<file path="src/rtl/fraction_divider4_if.sv">
// Start/complete handshake and data bus of the Q1.6 / Q1.3 fraction divider.
interface fraction_divider4_if;
    logic       St;
    logic [6:0] Dividend;
    logic [3:0] Divisor;
    logic [3:0] Quotient;
    logic [3:0] Remainder;
    logic       V;
    logic       Done;

    modport master (output St, Dividend, Divisor, input Quotient, Remainder, V, Done);
    modport slave  (input St, Dividend, Divisor, output Quotient, Remainder, V, Done);
endinterface

</file>
<file path="src/rtl/fraction_divider4.sv">
// Sequential sign-magnitude restoring divider: Q1.6 dividend / Q1.3 divisor -> Q1.3 quotient.
// Define FRAC_DIV_ROUND_EN to round the quotient magnitude half away from zero.
module fraction_divider4 (
    input logic             CLK,
    input logic             RST_N,
    fraction_divider4_if.slave bus
);

    typedef enum logic [2:0] {
        S_IDLE = 3'd0,
        S_LOAD = 3'd1,
        S_DIV  = 3'd2,
        S_SIGN = 3'd3,
        S_DONE = 3'd4
    } state_t;

    state_t     state;
    logic [6:0] dvd_q;
    logic [3:0] dvs_q;
    logic [6:0] r_mag;
    logic [3:0] d_mag;
    logic [2:0] q_mag;
    logic [1:0] cnt;
    logic       sq;
    logic       sr;
    logic [3:0] quot_r;
    logic [3:0] rem_r;
    logic       v_r;
    logic       done_r;

    logic [6:0] abs_dvd;
    logic [3:0] abs_dvs;
    logic       ovf;
    logic [6:0] trial;
    logic       ge;
    logic [2:0] q_fin;
    logic [3:0] quot_mag;
    logic [3:0] rem_mag;
    logic [3:0] quot_sgn;
    logic [3:0] rem_sgn;

    // Magnitudes fit unsigned: -1.0 maps to 64 (dividend) and 8 (divisor).
    always_comb begin
        abs_dvd = dvd_q[6] ? (7'd0 - dvd_q) : dvd_q;
        abs_dvs = dvs_q[3] ? (4'd0 - dvs_q) : dvs_q;
        ovf     = (abs_dvs == 4'd0) || ({1'b0, abs_dvd} >= {1'b0, abs_dvs, 3'b000});
    end

    always_comb begin
        trial = {3'b000, d_mag} << cnt;
        ge    = (r_mag >= trial);
    end

    // Final R < d <= 8, so R[3:0] is enough for the half-way test and R[2:0] for the output.
    always_comb begin
`ifdef FRAC_DIV_ROUND_EN
        if (({r_mag[3:0], 1'b0} >= {1'b0, d_mag}) && (q_mag != 3'b111))
            q_fin = q_mag + 3'd1;
        else
            q_fin = q_mag;
`else
        q_fin = q_mag;
`endif
        quot_mag = {1'b0, q_fin};
        rem_mag  = {1'b0, r_mag[2:0]};
        quot_sgn = sq ? (4'd0 - quot_mag) : quot_mag;
        rem_sgn  = sr ? (4'd0 - rem_mag) : rem_mag;
    end

    always_ff @(posedge CLK) begin
        if (!RST_N) begin
            state  <= S_IDLE;
            dvd_q  <= '0;
            dvs_q  <= '0;
            r_mag  <= '0;
            d_mag  <= '0;
            q_mag  <= '0;
            cnt    <= '0;
            sq     <= 1'b0;
            sr     <= 1'b0;
            quot_r <= '0;
            rem_r  <= '0;
            v_r    <= 1'b0;
            done_r <= 1'b0;
        end else begin
            case (state)
                S_IDLE: begin
                    done_r <= 1'b0;
                    if (bus.St) begin
                        dvd_q <= bus.Dividend;
                        dvs_q <= bus.Divisor;
                        state <= S_LOAD;
                    end
                end
                S_LOAD: begin
                    sq    <= dvd_q[6] ^ dvs_q[3];
                    sr    <= dvd_q[6];
                    d_mag <= abs_dvs;
                    if (ovf) begin
                        v_r    <= 1'b1;
                        quot_r <= (dvd_q[6] ^ dvs_q[3]) ? 4'b1000 : 4'b0111;
                        rem_r  <= 4'b0000;
                        done_r <= 1'b1;
                        state  <= S_DONE;
                    end else begin
                        r_mag <= abs_dvd;
                        q_mag <= 3'b000;
                        cnt   <= 2'd2;
                        state <= S_DIV;
                    end
                end
                S_DIV: begin
                    // Quotient bits arrive MSB first, so shifting left places bit i correctly.
                    q_mag <= {q_mag[1:0], ge};
                    if (ge)
                        r_mag <= r_mag - trial;
                    if (cnt == 2'd0)
                        state <= S_SIGN;
                    else
                        cnt <= cnt - 2'd1;
                end
                S_SIGN: begin
                    quot_r <= quot_sgn;
                    rem_r  <= rem_sgn;
                    v_r    <= 1'b0;
                    done_r <= 1'b1;
                    state  <= S_DONE;
                end
                S_DONE: begin
                    done_r <= 1'b0;
                    state  <= S_IDLE;
                end
                default: begin
                    done_r <= 1'b0;
                    state  <= S_IDLE;
                end
            endcase
        end
    end

    assign bus.Quotient  = quot_r;
    assign bus.Remainder = rem_r;
    assign bus.V         = v_r;
    assign bus.Done      = done_r;

endmodule

</file>
<file path="src/flat_wrapper.sv">
// flat-port wrapper written by rule: the top's interface ports become plain ports
module fraction_divider4_flat 
  (CLK, RST_N, bus_St, bus_Dividend, bus_Divisor, bus_Quotient, bus_Remainder, bus_V, bus_Done);
  fraction_divider4_if bus_i ();
  input logic CLK;
  input logic RST_N;
  input wire logic [$bits(bus_i.St)-1:0] bus_St;
  input wire logic [$bits(bus_i.Dividend)-1:0] bus_Dividend;
  input wire logic [$bits(bus_i.Divisor)-1:0] bus_Divisor;
  output wire logic [$bits(bus_i.Quotient)-1:0] bus_Quotient;
  output wire logic [$bits(bus_i.Remainder)-1:0] bus_Remainder;
  output wire logic [$bits(bus_i.V)-1:0] bus_V;
  output wire logic [$bits(bus_i.Done)-1:0] bus_Done;
  assign bus_i.St = bus_St;
  assign bus_i.Dividend = bus_Dividend;
  assign bus_i.Divisor = bus_Divisor;
  assign bus_Quotient = bus_i.Quotient;
  assign bus_Remainder = bus_i.Remainder;
  assign bus_V = bus_i.V;
  assign bus_Done = bus_i.Done;
  fraction_divider4 u_core (.CLK(CLK), .RST_N(RST_N), .bus(bus_i));
endmodule
</file>
<file path="config.mk">
export PLATFORM = sky130hd
export DESIGN_NAME = fraction_divider4_flat
export DESIGN_NICKNAME = d
export VERILOG_FILES = /design/src/rtl/fraction_divider4_if.sv /design/src/rtl/fraction_divider4.sv /design/src/flat_wrapper.sv
export SDC_FILE = /design/constraint.sdc
export NUM_CORES = 1
export LEC_CHECK = 0
export CAP_MARGIN = 30
export CORE_AREA = 2 2 69 88
export CTS_CLUSTER_DIAMETER = 100
export DETAILED_ROUTE_END_ITERATION = 8
export DIE_AREA = 0 0 71 90
export GPL_TIMING_DRIVEN = 0
export PLACE_DENSITY = 0.67
export SETUP_SLACK_MARGIN = 0.5
export SYNTH_ARGS = -nofsm -noshare
export SYNTH_HDL_FRONTEND = slang
export SYNTH_SLANG_ARGS = --single-unit
</file>
<file path="constraint.sdc">
create_clock -name CLK -period 2.6 [get_ports CLK]
set_input_delay 0.39 -clock CLK [delete_from_list [all_inputs] [get_ports CLK]]
set_output_delay 0.39 -clock CLK [all_outputs]
set_load 0.05 [all_outputs]
</file>
==> impl_metrics.prom <==
# TYPE chip_impl_metric gauge
chip_impl_info{name="run_status",value="finished, violations left"} 1
chip_impl_info{name="failed_checks",value="negative setup slack"} 1
chip_impl_metric{name="ff_latch_area",unit="µm²"} 853
chip_impl_info{name="timing.critical_path.from_type",value="flop"} 1
chip_impl_metric{name="timing.critical_path.slowest_cell_delay",unit="ns"} 0.43
chip_impl_info{name="yosys_most_used_dff",value="dfxtp_1"} 1
chip_impl_metric{name="combined_area_of_the_multi_input_logic_cells",unit="µm²"} 1770
chip_impl_info{name="synth_common_cells",value="53 x nand2_1, 42 x dfxtp_1, 33 x a21oi_1"} 1
chip_impl_info{name="holdCritStartpoint",value="u_core.bus.Quotient[2]"} 1
chip_impl_info{name="min-delay-path-class",value="reg -> reg"} 1
chip_impl_info{name="ys_top_cells_by_area",value="dfxtp_1 34%, ha_1 8.7%, nand2_1 8.1%, a21oi_1 6.7%, nor2_1 3.2%"} 1
chip_impl_metric{name="ctsHtreeMaxLevel",unit=""} 2
chip_impl_metric{name="post-synth-top-area-fraction",unit=""} 0.344
chip_impl_metric{name="post_synthesis_instance_area",unit="µm²"} 2450
chip_impl_metric{name="fin_crit_sh",unit=""} 1.01
chip_impl_metric{name="worst-endpoint-arrival",unit="ns"} 2.81
chip_impl_metric{name="maxCapViolCount",unit=""} 0
chip_impl_metric{name="grt_overflow",unit=""} 0
chip_impl_metric{name="fin_tns_setup",unit="ns"} -0.0171
chip_impl_metric{name="finalWirelength",unit="mm"} 6.22
chip_impl_info{name="timing_worst_setup_path_type",value="reg -> reg"} 1
chip_impl_metric{name="worst_slew_margin_rel",unit=""} 0.624
chip_impl_metric{name="finish.instance_area",unit="µm²"} 3280
chip_impl_metric{name="r2r_setup_slack",unit="ns"} -0.02
chip_impl_info{name="crit_chain",value="or3b_4 -> or2_4 -> ha_4 -> a221oi_4 -> o311ai_4 -> o21ai_2 -> buf_4 -> a211oi_2 -> a31o_2"} 1
chip_impl_info{name="cpMaxStageDelayCell",value="or3b_4"} 1
chip_impl_metric{name="num-fill-cells",unit=""} 494
chip_impl_metric{name="drt-wirelength-per-cell",unit="µm"} 15.2
chip_impl_metric{name="synth_fp_nets",unit=""} 331
chip_impl_metric{name="ant_nets",unit=""} 0
chip_impl_metric{name="core_region_area",unit="µm²"} 5620
chip_impl_metric{name="viasPerCell",unit=""} 5.53
chip_impl_metric{name="synth_cell_type_count",unit=""} 49
chip_impl_metric{name="grt_first_pass_wirelength",unit="mm"} 10.7
chip_impl_metric{name="yosysSeqAreaShare",unit=""} 0.344
chip_impl_metric{name="syn_area_per_cell",unit="µm²"} 8.19
chip_impl_metric{name="area_growth_syn_to_layout",unit="%"} 33.9
chip_impl_metric{name="synthCells",unit=""} 299
chip_impl_info{name="r2r_start",value="u_core.dvs_q[0]"} 1
chip_impl_metric{name="die_w",unit="µm"} 71
chip_impl_metric{name="postSynth.asyncResetShare",unit=""} 0
chip_impl_metric{name="num_rows",unit=""} 31
chip_impl_info{name="unrepaired_setup_endpoints_after_global_routing",value="yes"} 1
chip_impl_metric{name="clock_sinks",unit=""} 42
chip_impl_metric{name="gpl.final_weighted_congestion",unit=""} 0.785
chip_impl_info{name="crit_path_end",value="u_core.cnt[0]"} 1
chip_impl_metric{name="ctsLongestPathBuffers",unit=""} 2
chip_impl_info{name="synth_largest_area_cell",value="dfxtp_1"} 1
chip_impl_info{name="yosysMostFrequentCell",value="nand2_1"} 1
chip_impl_metric{name="detailroute.via_count",unit=""} 2267
chip_impl_metric{name="cts.hold.buffers_added",unit=""} 0
chip_impl_metric{name="final.setup_skew",unit="ns"} 0.00939
chip_impl_info{name="cts_tree",value="built"} 1
chip_impl_metric{name="worst_slew_pin_slew",unit="ns"} 0.564
chip_impl_metric{name="clock_insertion_delay_at_the_later_pin_of_the_skew_report",unit="ns"} 0.30
chip_impl_metric{name="synth_edf_count",unit=""} 0
chip_impl_metric{name="grt_max_degree",unit=""} 14
chip_impl_metric{name="power_density_normalized_to_cell_area",unit="nW/µm²"} 593
chip_impl_metric{name="dpl_worst_slack",unit="ns"} -0.192
chip_impl_metric{name="yosysWarnings",unit=""} 0
chip_impl_metric{name="final_util",unit=""} 0.583
chip_impl_info{name="critical_path.endpoint_type",value="flop"} 1
chip_impl_metric{name="drc",unit=""} 0
chip_impl_metric{name="die_y",unit="µm"} 90
chip_impl_metric{name="vias_in_the_first_global_route",unit=""} 2264
chip_impl_metric{name="total_leakage_power",unit="nW"} 1.18
chip_impl_metric{name="finalNetCount",unit=""} 375
chip_impl_metric{name="r2r_cells",unit=""} 9
chip_impl_metric{name="dieArea",unit="µm²"} 6390
chip_impl_metric{name="place_hpwl",unit="mm"} 4.38
chip_impl_metric{name="drtIter0Drc",unit=""} 76
chip_impl_metric{name="initial_core_util",unit=""} 0.435
chip_impl_metric{name="drt_pre_antenna_iters",unit=""} 4
chip_impl_info{name="cts-root-buf",value="clkbuf_8"} 1
chip_impl_metric{name="finalCriticalPeriod",unit="ns"} 2.62
chip_impl_metric{name="cp_max_fo",unit=""} 5
chip_impl_metric{name="tritoncts.num_buffers",unit=""} 5
chip_impl_metric{name="cp_data_required_time",unit="ns"} 2.79
chip_impl_metric{name="antenna_found_initial",unit=""} 0
chip_impl_info{name="critPathLaunch",value="u_core.dvs_q[0]"} 1
chip_impl_metric{name="maximum_clock_frequency",unit="MHz"} 382
chip_impl_metric{name="yosys_register_bits",unit=""} 42
chip_impl_metric{name="io_pins",unit=""} 24
chip_impl_metric{name="worst_slack",unit="ns"} -0.0171
chip_impl_metric{name="report.final.hold_viol_count",unit=""} 0
chip_impl_metric{name="grt.total_usage",unit=""} 0.210
chip_impl_metric{name="report.final.setup_viol",unit=""} 1
chip_impl_metric{name="cts.reportedPaths.clkPinSlew",unit="ns"} 0.08
chip_impl_metric{name="place.port_buffers",unit=""} 22
chip_impl_info{name="regToRegEndpoint",value="u_core.cnt[0]"} 1
chip_impl_metric{name="ratio_of_cells_with_drive_above_1_in_the_final_layout",unit=""} 0.241
chip_impl_metric{name="power.ir.vdd_worst",unit="mV"} 0.393
chip_impl_metric{name="place_area",unit="µm²"} 2840
chip_impl_metric{name="num_antenna_cells",unit=""} 0
chip_impl_metric{name="finalMaxSlewViolations",unit=""} 0
## worst min path at each step
stage	cells past startpoint	slack, ns	endpoint
after floorplan	2	0.44	u_core.r_mag[3]
after global placement	2	0.44	u_core.bus.Quotient[2]
after detailed placement	2	0.45	u_core.bus.Quotient[2]
after CTS	2	0.46	u_core.bus.Quotient[2]
after global routing	2	0.48	u_core.bus.Quotient[1]
final	2	0.46	u_core.bus.Quotient[2]
## cell families (layout without fill, tap and decap cells)
kind of cell    after synthesis  count (layout)  synth area share
fa+ha+maj                    18              18            0.0951
buf+inv                      26              71            0.0440
mux                           9               9            0.0378
compound gates               81              81             0.229
simple gates                115             115             0.222
xor+xnor                      8               8            0.0286
flops                        42              42             0.344
## sequential cells by signal (all words and copies together), names as in the netlist
signal	cells
u_core.dvd_q	7
u_core.r_mag	7
u_core.bus.Quotient	4
u_core.bus.Remainder	4
u_core.d_mag	4
u_core.dvs_q	4
u_core.q_fin	3
u_core.state	3
u_core.cnt	2
u_core.bus.Done	1
u_core.bus.V	1
u_core.sq	1
u_core.sr	1
## layout make-up
type | count | area share
timing repair buffer | 37 | 0.105
multi-input combinational | 231 | 0.540
sequential | 42 | 0.260
buffer | 14 | 0.0221
tap | 66 | 0.0252
clock buffer | 6 | 0.0221
inverter | 12 | 0.0137
clock inverter | 2 | 0.0111
## per-stage QoR
step	power (mW)	cells	hold WS (ns)
final	1.94	410	0.457
after CTS	1.91	408	0.459
after global routing	2.06	410	0.484
after global placement	1.28	387	0.445
after floorplan	1.16	299	0.442
after detailed placement	1.29	387	0.447
## power by group
part	internal [mW]	total [mW]	switching, mW
Sequential	0.688	0.731	0.0425
Combinational	0.325	0.693	0.367
Clock	0.287	0.521	0.234
Total	1.30	1.94	0.643
## repair_timing
item	CTS	global route
gates resized for setup	31	18
cloned	2	0
pin swaps	20	17
setup buffers	11	2
setup endpoints to repair	24	24
## cells in the final DEF, fill, tap and decap left out, drive strengths merged, types with 4 or more instances in the layout
| cell | Yosys | layout |
|---|---|---|
| a211oi | 5 | 5 |
| a21oi | 33 | 33 |
| a311oi | 6 | 6 |
| and2 | 5 | 5 |
| buf | 3 | 18 |
| clkbuf | 11 | 17 |
| clkdlybuf4s50 | 0 | 22 |
| dfxtp | 42 | 42 |
| ha | 17 | 17 |
| inv | 12 | 13 |
| mux2i | 7 | 7 |
| nand2 | 54 | 54 |
| nand2b | 5 | 5 |
| nor2 | 21 | 21 |
| nor2b | 8 | 8 |
| nor3 | 4 | 4 |
| o211ai | 6 | 6 |
| o21a | 5 | 5 |
| o21ai | 9 | 9 |
| xnor2 | 7 | 7 |
## worst max-delay path, delay by kind of cell, from the launching register on
family / cells / cell delay [ns]
adders and majority gates: 1 / 0.24
AOI/OAI and AO/OA: 5 / 1.04
buffers and inverters: 1 / 0.18
DFF: 1 / 0.36
and+or+nand+nor: 2 / 0.69
## metal layers
metal / global-route usage / vias up / routed length [µm]
met4: 0.0865 / 0 / 164
li1: - / 1145 / -
met2: 0.368 / 46 / 3240
met1: 0.245 / 1062 / 2630
met5: 0 / - / 0
met3: 0.0415 / 14 / 193
No activity file was read; power rests on OpenSTA's default activity.
